**config.mk**
```make
export PLATFORM = sky130hd
export DESIGN_NAME = pixel_write_arbiter
export DESIGN_NICKNAME = d
export VERILOG_FILES = /design/src/rtl/pixel_write_arbiter.sv
export SDC_FILE = /design/constraint.sdc
export NUM_CORES = 1
export LEC_CHECK = 0
export ABC_AREA = 0
export CAP_MARGIN = 10
export CORE_AREA = 2 2 163 196
export DETAILED_ROUTE_END_ITERATION = 10
export DIE_AREA = 0 0 165 198
export PLACE_DENSITY_LB_ADDON = 0.3
export SETUP_SLACK_MARGIN = 0.05
export SKIP_CTS_REPAIR_TIMING = 1
export SLEW_MARGIN = 20
export SYNTH_ARGS = -nofsm -noshare
export SYNTH_HDL_FRONTEND = slang
export SYNTH_SLANG_ARGS = --single-unit
```
**constraint.sdc**
```tcl
create_clock -name clk -period 6.05 [get_ports clk]
set_clock_uncertainty 0.1 [all_clocks]
set_input_delay 0.9075 -clock clk [delete_from_list [all_inputs] [get_ports clk]]
set_output_delay 0.9075 -clock clk [all_outputs]
set_load 0.005 [all_outputs]
```
**src/rtl/pixel_write_arbiter.sv**
```systemverilog
// Collects finished pixels from NCH compute channels with round-robin arbitration,
// buffers them in a small FIFO and drains them through an Avalon-style write master.
module pixel_write_arbiter #(
    parameter int NCH   = 4,
    parameter int AW    = 32,
    parameter int DW    = 32,
    parameter int DEPTH = 4
) (
    input  logic                       clk,
    input  logic                       n_rst,
    input  logic [NCH-1:0]             done,
    input  logic [NCH*AW-1:0]          cataddresses,
    input  logic [NCH*DW-1:0]          catpixels,
    input  logic [AW-1:0]              base_addr,
    input  logic                       wait_request,
    output logic [NCH-1:0]             free,
    output logic [AW-1:0]              write_address,
    output logic [DW-1:0]              write_data,
    output logic                       write_enable,
    output logic [$clog2(DEPTH):0]     fifo_level
);

    localparam int PW = $clog2(DEPTH);
    localparam int LW = PW + 1;
    localparam int RW = (NCH > 1) ? $clog2(NCH) : 1;

    logic [AW-1:0]  addr_mem_q [DEPTH];
    logic [DW-1:0]  data_mem_q [DEPTH];
    logic [PW-1:0]  wr_ptr_q, wr_ptr_d;
    logic [PW-1:0]  rd_ptr_q, rd_ptr_d;
    logic [LW-1:0]  level_q, level_d;
    logic [RW-1:0]  rr_q, rr_d;
    logic [NCH-1:0] block_q, block_d;
    logic [NCH-1:0] free_q, free_d;

    logic           full;
    logic           pop;
    logic           push;
    logic           grant_valid;
    logic [RW-1:0]  grant_idx;
    logic [NCH-1:0] eligible;
    logic [AW-1:0]  push_addr;
    logic [DW-1:0]  push_data;
    logic [PW-1:0]  head_ptr;

    // Handshake: write_enable is "valid", !wait_request is "ready"; an entry
    // leaves the FIFO on every edge where both are high, otherwise it is held.
    assign full     = (level_q == LW'(DEPTH));
    assign pop      = (level_q != '0) && !wait_request;
    assign eligible = done & ~block_q;

    always_comb begin
        int idx;
        idx         = 0;
        grant_valid = 1'b0;
        grant_idx   = '0;
        for (int off = 0; off < NCH; off++) begin
            idx = int'(rr_q) + off;
            if (idx >= NCH) idx = idx - NCH;
            if (!grant_valid && eligible[idx]) begin
                grant_valid = 1'b1;
                grant_idx   = RW'(idx);
            end
        end
    end

    assign push      = grant_valid && (!full || pop);
    assign push_addr = base_addr + cataddresses[int'(grant_idx)*AW +: AW];
    assign push_data = catpixels[int'(grant_idx)*DW +: DW];

    always_comb begin
        wr_ptr_d = wr_ptr_q;
        rd_ptr_d = rd_ptr_q;
        rr_d     = rr_q;
        free_d   = '0;
        // A held done stays blocked until the channel lowers it for one edge.
        block_d  = block_q & done;
        if (push) begin
            wr_ptr_d            = wr_ptr_q + PW'(1);
            rr_d                = (grant_idx == RW'(NCH - 1)) ? '0 : grant_idx + RW'(1);
            free_d[grant_idx]   = 1'b1;
            block_d[grant_idx]  = 1'b1;
        end
        if (pop) begin
            rd_ptr_d = rd_ptr_q + PW'(1);
        end
        level_d = level_q + LW'(push) - LW'(pop);
    end

    always_ff @(posedge clk or negedge n_rst) begin
        if (!n_rst) begin
            wr_ptr_q <= '0;
            rd_ptr_q <= '0;
            level_q  <= '0;
            rr_q     <= '0;
            block_q  <= '0;
            free_q   <= '0;
            for (int i = 0; i < DEPTH; i++) begin
                addr_mem_q[i] <= '0;
                data_mem_q[i] <= '0;
            end
        end else begin
            wr_ptr_q <= wr_ptr_d;
            rd_ptr_q <= rd_ptr_d;
            level_q  <= level_d;
            rr_q     <= rr_d;
            block_q  <= block_d;
            free_q   <= free_d;
            if (push) begin
                addr_mem_q[wr_ptr_q] <= push_addr;
                data_mem_q[wr_ptr_q] <= push_data;
            end
        end
    end

    // When empty, present the slot just popped so address/data hold their last values.
    assign head_ptr      = (level_q != '0) ? rd_ptr_q : rd_ptr_q - PW'(1);
    assign write_address = addr_mem_q[head_ptr];
    assign write_data    = data_mem_q[head_ptr];
    assign write_enable  = (level_q != '0);
    assign fifo_level    = level_q;
    assign free          = free_q;

endmodule
```
==> results by group, run 1 <==
Run status
  – Status: finished, final reports clean

Floorplan
  – Die height: between 150 and 200 µm
  – Num ports: ~370
  – DIE AREA: 32700 µm²
  – Core Box Area: 31000 µm²
  – Starting Density: between 40% and 50%
  – Die Width: 165 µm
  – Cell Rows: a little over 70

Yosys
  – Top cells by area, synth: dfrtp_1 (45%), nand2_1 (11%), mux4_2 (9.5%), o21ai_0 (7.0%), mux2_2 (6.8%)
  – Avg Inst Size Synth: between 9 and 10 µm²
  – Post-Syn Area: about 15000 µm²
  – Yosys warning count: 0
  – Number of synthesized flops with an enable pin: 0
  – Sequential share of the synthesized area: approximately 45%
  – Most numerous cell in the Yosys netlist: nand2_1
  – Syn nets: 1909
  – Synth unique cells: between 60 and 70
  – Synth top cells by count: nand2_1 (462), dfrtp_1 (273), o21ai_0 (211)
  – Top cell type by total area after synthesis: dfrtp_1
  – Synthesized instance count: around 1600
  – Synth top area share: between 40% and 50%
  – Post-synth ARST share: between 90% and 100%
  – Synth Flop Type: dfrtp_1
  – Yosys reg bits: 273

Pwr
  – Tot Pwr: approximately 0.013 W
  – Pwr per Cell Area: 663 nW/µm²
  – Leakage: about 9 nW
  – IR drop worst, VDD: roughly 0.33 mV

STA
  – Final worst path period need: 5120 ps
  – Final TNS setup: 0 ps
  – Min Hold Slack: roughly 280 ps
  – Rel. slew slack: 31.6%
  – Fin. Hold Viols: 0
  – RSZ-0062 raised after global routing: false
  – Worst Tran Pin Value: 1030 ps
  – Worst Setup Slack, final: around 930 ps
  – Fin crit share: around 85%
  – # setup viols final: 0
  – Max-slew violation count: 0
  – Peak Freq: around 200 MHz

Placement
  – GP Congestion: roughly 0.94
  – Setup WS pre-CTS: slightly below 500 ps
  – Port Buffers: roughly 370
  – Placed instance count: between 2000 and 2500
  – Detailed placement HPWL: ~32000 µm

Critical path
  – Worst Path Class, Setup: input pin to register
  – Critical-path maximum fanout: 46
  – CP arrival: between 5000 and 6000 ps
  – Worst Path Required: 6370 ps
  – Crit path capture type: register
  – Crit start category: input pin

Clock network
  – CTS Buf Count: 27
  – Clock Latency Late Sink: 520 ps
  – CTS max path bufs: 3
  – Max H-tree Level: 1
  – Clk slew on worst S/H paths: approximately 60 ps
  – CTS tree: yes
  – Root buf cell: clkbuf_16
  – Clock sink count: around 270

Cells and area
  – Final cell count without fillers: about 2300
  – Layout cells sized above 1: around an eighth
  – Layout Area Growth over Synthesis: 32.3%
  – Final Net Count: between 2000 and 2500
  – # diodes: 0

Global routing
  – Vias in the first global route: ~13000
  – Total GRT Usage: roughly a quarter
  – Initial antenna violation count: 0
  – Grt ovf: 0
  – Global-route wire length before repair: about 68000 µm
  – Largest net degree at the start of global routing: between 100 and 150

Job
  – # Max-Cap Violations: 0

Routing
  – Per-cell routed wire length: between 15 and 20 µm
  – Routed vias/inst: 5.66
  – Detailed Route WL: around 44000 µm
  – TritonRoute pass-1 iters: 5
  – Final ANT Viol Nets: 0
  – DR DRC count: 0
  – DRT iter0 DRCs: between 500 and 600
  – DR vias: roughly 13000

Hold path
  – Min-Delay Path Class: input pin to asynchronous set/reset pin
## cell usage in the layout, fill, tap and decap left out, types with 3 or more instances in the layout
cell and count:
and3_1 33, clkbuf_16 27, xnor2_1 22, buf_4 17, nand2_4 4, nor3_1 6
a21oi_1 26, nor2_1 21, dfrtp_1 273, o31ai_1 6, nor2b_1 9, xor2_1 10
o311ai_0 4, mux2i_1 7, inv_1 17, o21a_1 8, nand2b_1 10, nand4_1 3
a31oi_1 36, clkbuf_8 3, nand2_1 462, mux2_2 92, bufinv_16 3, nand3_1 40
or3_1 3, buf_12 3, ha_1 44, clkbuf_1 4, a21o_1 11, clkdlybuf4s50_1 365
clkinv_2 6, o21ai_0 211, mux4_2 64, and4_1 3, and2_1 4
## power by group
part	switching (W)	internal, W	leakage, nW
Combinational	0.00439	0.00399	5.04
Sequential	0.000458	0.00279	3.32
Clock	0.000707	0.000987	0.442
## area by class of cell
cell class	count	area, µm²
Fill cell	2499	10900
Timing Repair Buffer	386	3860
Clock inverter	14	163
Sequential cell	273	6830
Clock buffer	34	732
Multi-Input combinational cell	1177	7940
Tap cell	401	502
Inverter	18	70.1
## registers in the layout, summed over array words and instances, names as in the netlist
| name | flops |
|---|---|
| wr_ptr_q | 2 |
| rr_q | 2 |
| block_q | 4 |
| rd_ptr_q | 2 |
| data_mem_q | 128 |
| fifo_level | 3 |
| addr_mem_q | 128 |
| free | 4 |
## cells by family after synthesis
kind of cell               synth area share (%)
AOI/OAI and AO/OA                          12.6
xor gates and xnor gates                   1.96
adders and majority gates                  3.89
buffers and inverters                      3.10
DFF                                        45.0
muxes                                      16.8
and+or+nand+nor                            16.7
## critical path: stages
cell             delay [ps]
clkdlybuf4s50_1         470
nor2b_1                 310
a21oi_1                 120
o21a_1                  190
o21a_4                  130
inv_4                   340
buf_4                   230
nand2_1                  50
and3_1                  160
a31oi_1                 290
ha_1                    330
a2111oi_0               460
o21ai_0                 170
o21ai_0                 130
o21a_1                  180
o31a_4                  200
o31ai_4                  90
nor4_1                  270
nor3_2                  110
mux2_2                  280
## per-stage QoR
stage | util (%) | instance area (µm²)
after floorplan | - | 15200
after global placement | 61.9 | 19200
after detailed placement | 61.9 | 19200
after CTS | 64.8 | 20100
after global routing | 64.8 | 20100
final | 64.8 | 20100
## layer usage
| metal | track usage [%] | part of all wire [%] | up-vias | routed length [µm] |
|---|---|---|---|---|
| met5 | 0 | 0 | - | 0 |
| met1 | 32.5 | 39 | 6295 | 17100 |
| met2 | 47.2 | 50 | 537 | 21700 |
| li1 | - | - | 6110 | - |
| met4 | 9.05 | 3.5 | 0 | 1520 |
| met3 | 5.09 | 8.0 | 82 | 3510 |
## final timing paths
kind | start | to | slack, ps | cells after the start
hold reg to reg | data_mem_q[100] | data_mem_q[100] | 370 | 2
setup reg to reg | block_q[0] | addr_mem_q[93] | 1440 | 19
max in group asynchronous | n_rst | data_mem_q[28] | 4020 | 2
min in group clk | data_mem_q[100] | data_mem_q[100] | 370 | 2
hold / removal | n_rst | data_mem_q[41] | 280 | 1
setup / recovery | done[0] | addr_mem_q[93] | 930 | 20
(Power assumes the default switching activity.)
==> run 2, diff against run 1 <==
--- a/config.mk
+++ b/config.mk
@@ -7,9 +7,9 @@
 export LEC_CHECK = 0
 export ABC_AREA = 0
 export CAP_MARGIN = 10
-export CORE_AREA = 2 2 163 196
+export CORE_AREA = 2 2 169 205
 export DETAILED_ROUTE_END_ITERATION = 10
-export DIE_AREA = 0 0 165 198
+export DIE_AREA = 0 0 171 207
 export PLACE_DENSITY_LB_ADDON = 0.3
 export SETUP_SLACK_MARGIN = 0.05
 export SKIP_CTS_REPAIR_TIMING = 1
==> constraint.sdc (replaced) <==
create_clock -name clk -period 4.5 [get_ports clk]
set_clock_uncertainty 0.1 [all_clocks]
set_input_delay 0.675 -clock clk [delete_from_list [all_inputs] [get_ports clk]]
set_output_delay 0.675 -clock clk [all_outputs]
set_load 0.005 [all_outputs]
==> run 2 against run 1 <==
Non-clock buffer count grew 124. Setup slack lost 680 ps. Clock power grew 36%. Largest cell class unchanged.
==> results by group, run 2 (same netlist as run 1, synthesis figures left out) <==
Run status
  – Status: finished, final reports clean (unchanged)

Pwr
  – Sequential power share: 22.4% (was 24.4%)
  – Clock network fraction of design power: 11.8% (was 12.7%)
  – Tot Pwr: 0.0194 W (was 0.0133 W)
  – Leakage: 9.54 nW (was 8.80 nW)
  – Switching share of power: 40.3% (was 41.7%)
  – IR drop worst, VDD: 0.458 mV (was 0.326 mV)
  – Pwr per Cell Area: 904 nW/µm² (was 663 nW/µm²)
  – Internal power: 0.0116 W (was 0.00777 W)
  – Comb power frac: 65.9% (was 62.9%)
  – NetSw: 0.00783 W (was 0.00556 W)

Clock network
  – Max H-tree Level: 1 (unchanged)
  – Clock Latency Late Sink: 530 ps (was 520 ps)
  – Clk slew on worst S/H paths: 60 ps (about the same)
  – CTS max path bufs: 3 (unchanged)
  – CTS Buf Count: 28 (was 27)
  – Clock sink count: 273 (unchanged)
  – Root buf cell: clkbuf_16 (unchanged)
  – CTS tree: yes (unchanged)

Global routing
  – Initial antenna violation count: 0 (unchanged)
  – Global-route wire length before repair: 69200 µm (was 68200 µm)
  – Largest net degree at the start of global routing: 115 (was 121)
  – Total GRT Usage: 24.7% (was 26.7%)
  – Grt ovf: 0 (unchanged)
  – Vias in the first global route: 13500 (was 12900)

Job
  – # Max-Cap Violations: 0 (unchanged)

STA
  – Worst Tran Pin Value: 847 ps (was 1030 ps)
  – Max-slew violation count: 0 (unchanged)
  – Min Hold Slack: 49.3 ps (was 277 ps)
  – Peak Freq: 235 MHz
  – Fin crit share: between 90% and 100%
  – Final worst path period need: about 4200 ps
  – RSZ-0062 raised after global routing: false (unchanged)
  – Worst Setup Slack, final: 251 ps (was 931 ps)
  – # setup viols final: 0 (unchanged)
  – Fin. Hold Viols: 0 (unchanged)
  – Rel. slew slack: 43.5% (was 31.6%)

Routing
  – TritonRoute pass-1 iters: 5 (unchanged)
  – DR DRC count: 0 (unchanged)
  – DR vias: 13300 (was 13000)
  – Routed vias/inst: 5.36 (was 5.66)
  – Detailed Route WL: 45500 µm (was 43900 µm)
  – Final ANT Viol Nets: 0 (unchanged)
  – DRT iter0 DRCs: 632 (was 585)
  – Per-cell routed wire length: 18.3 µm (was 19.1 µm)

Cells and area
  – Final Net Count: 2349 (was 2224)
  – Final cell count without fillers: 2485 (was 2303)
  – Final Cell Area: 21500 µm² (was 20100 µm²)
  – Most frequent cells in the layout: nand2_1 (461), clkdlybuf4s50_1 (364), dfrtp_1 (273) (was nand2_1 (462), clkdlybuf4s50_1 (365), dfrtp_1 (273))
  – Most common cell after layout, fill and taps aside: nand2_1 (unchanged)
  – Registers with the most flip-flops: addr_mem_q: 128 flops, data_mem_q: 128 flops (unchanged)
  – Layout Area Growth over Synthesis: 41.7% (was 32.3%)
  – # diodes: 0 (unchanged)
  – Fillers: 2772 (was 2499)
  – Layout cells sized above 1: 19.8% (was 12.8%)

Floorplan
  – Die height: 207 µm (was 198 µm)
  – Num ports: 367 (unchanged)
  – DIE AREA: 35400 µm² (was 32700 µm²)
  – Cell Rows: 74 (was 71)
  – Starting Density: 45.3% (was 49.0%)
  – Core Box Area: 33500 µm² (was 31000 µm²)
  – Die Width: 171 µm (was 165 µm)

Placement
  – Detailed placement HPWL: 32900 µm (was 32000 µm)
  – GP Congestion: 0.898 (was 0.939)
  – Post-Place Cell Area: 20200 µm² (was 19200 µm²)
  – Placed instance count: 2419 (was 2255)
  – Port Buffers: 366 (unchanged)
  – Setup WS pre-CTS: -561 ps (was 497 ps)

Critical path
  – Worst Path Required: 4820 ps (was 6370 ps)
  – Critical-path maximum fanout: 25 (was 46)
  – Crit path capture type: register (unchanged)
  – Worst stage delay on the critical path: 500 ps (was 470 ps)
  – CP bufs+invs: 2 (was 3)
  – Slowest CP cell: clkdlybuf4s50_1 (unchanged)
  – Crit start category: input pin (unchanged)
  – CP Cell Sequence: clkdlybuf4s50_1 -> nor2b_2 -> a21oi_1 -> o21a_1 -> o22a_2 -> buf_12 -> and3_1 -> a31oi_1 -> ha_1 -> a21oi_2 -> nand2_1 -> a221o_2 -> o21ai_4 -> nand2b_4 -> a2111oi_4 -> nor3_2 -> xor2_1 -> mux2_2 (was clkdlybuf4s50_1 -> nor2b_1 -> a21oi_1 -> o21a_1 -> o21a_4 -> inv_4 -> buf_4 -> nand2_1 -> and3_1 -> a31oi_1 -> ha_1 -> a2111oi_0 -> o21ai_0 -> o21ai_0 -> o21a_1 -> o31a_4 -> o31ai_4 -> nor4_1 -> nor3_2 -> mux2_2)
  – Worst Path Class, Setup: input pin to register (unchanged)
  – Delay-heaviest family, CP: compound AO/OA/AOI/OAI gates (unchanged)
  – CP arrival: 4570 ps (was 5440 ps)

Hold path
  – Min-Delay Path Class: input pin to asynchronous set/reset pin (unchanged)
## run 2: cell count changes in the layout (fill, tap and decap cells not counted), moves of 5 or more
| cell | before | now |
|---|---|---|
| buf_12 | 3 | 13 |
| buf_4 | 17 | 125 |
| a31oi_2 | 1 | 7 |
| clkbuf_16 | 27 | 32 |
| o21ai_0 | 211 | 202 |
| o21ai_1 | 0 | 8 |
| a31oi_1 | 36 | 30 |
## run 2: layout make-up
| cell class | count | area, µm² | share of cell area (%) |
|---|---|---|---|
| Clock inverter | 13 | 128 | 0.593 |
| Clock buffer | 38 | 790 | 3.67 |
| Tap cell | 456 | 571 | 2.65 |
| Multi-Input combinational cell | 1177 | 8140 | 37.8 |
| Inverter | 18 | 75.1 | 0.349 |
| Sequential cell | 273 | 6830 | 31.8 |
| Timing Repair Buffer | 510 | 4980 | 23.1 |
## run 2: final timing paths
path	startpoint	to	slack (ps)	cells past startpoint
min in group clk	done[0]	block_q[0]	310	2
hold reg to reg	data_mem_q[89]	data_mem_q[89]	380	2
setup / recovery	done[1]	addr_mem_q[15]	250	18
setup reg to reg	block_q[0]	addr_mem_q[86]	390	22
hold / removal	n_rst	data_mem_q[2]	50	1
max in group asynchronous	n_rst	block_q[2]	3120	2
## run 2: metal layers
layer	vias to the layer above	global-route usage [%]	wire, µm
met5	-	0	0
met4	0	10.5	2000
met3	89	4.87	3210
met2	464	43.4	22400
met1	6404	29.3	17900
li1	6372	-	-
## run 2: through the flow
stage	TNS, ps	utilization [%]
6_report	0	64.2
5_1_grt	0	64.2
3_3_place_gp	-25650	60.2
4_1_cts	0	63.0
2_1_floorplan	0	-
3_5_place_dp	-32250	60.2
## run 2: power groups by stage
stage	Combinational [W]	Sequential [W]	Clock, W
after floorplan	0.00722	0.00419	0
after global placement	0.0121	0.00430	0
after detailed placement	0.0124	0.00439	0
after CTS	0.0124	0.00435	0.00235
after global routing	0.0140	0.00450	0.00245
final	0.0128	0.00435	0.00229
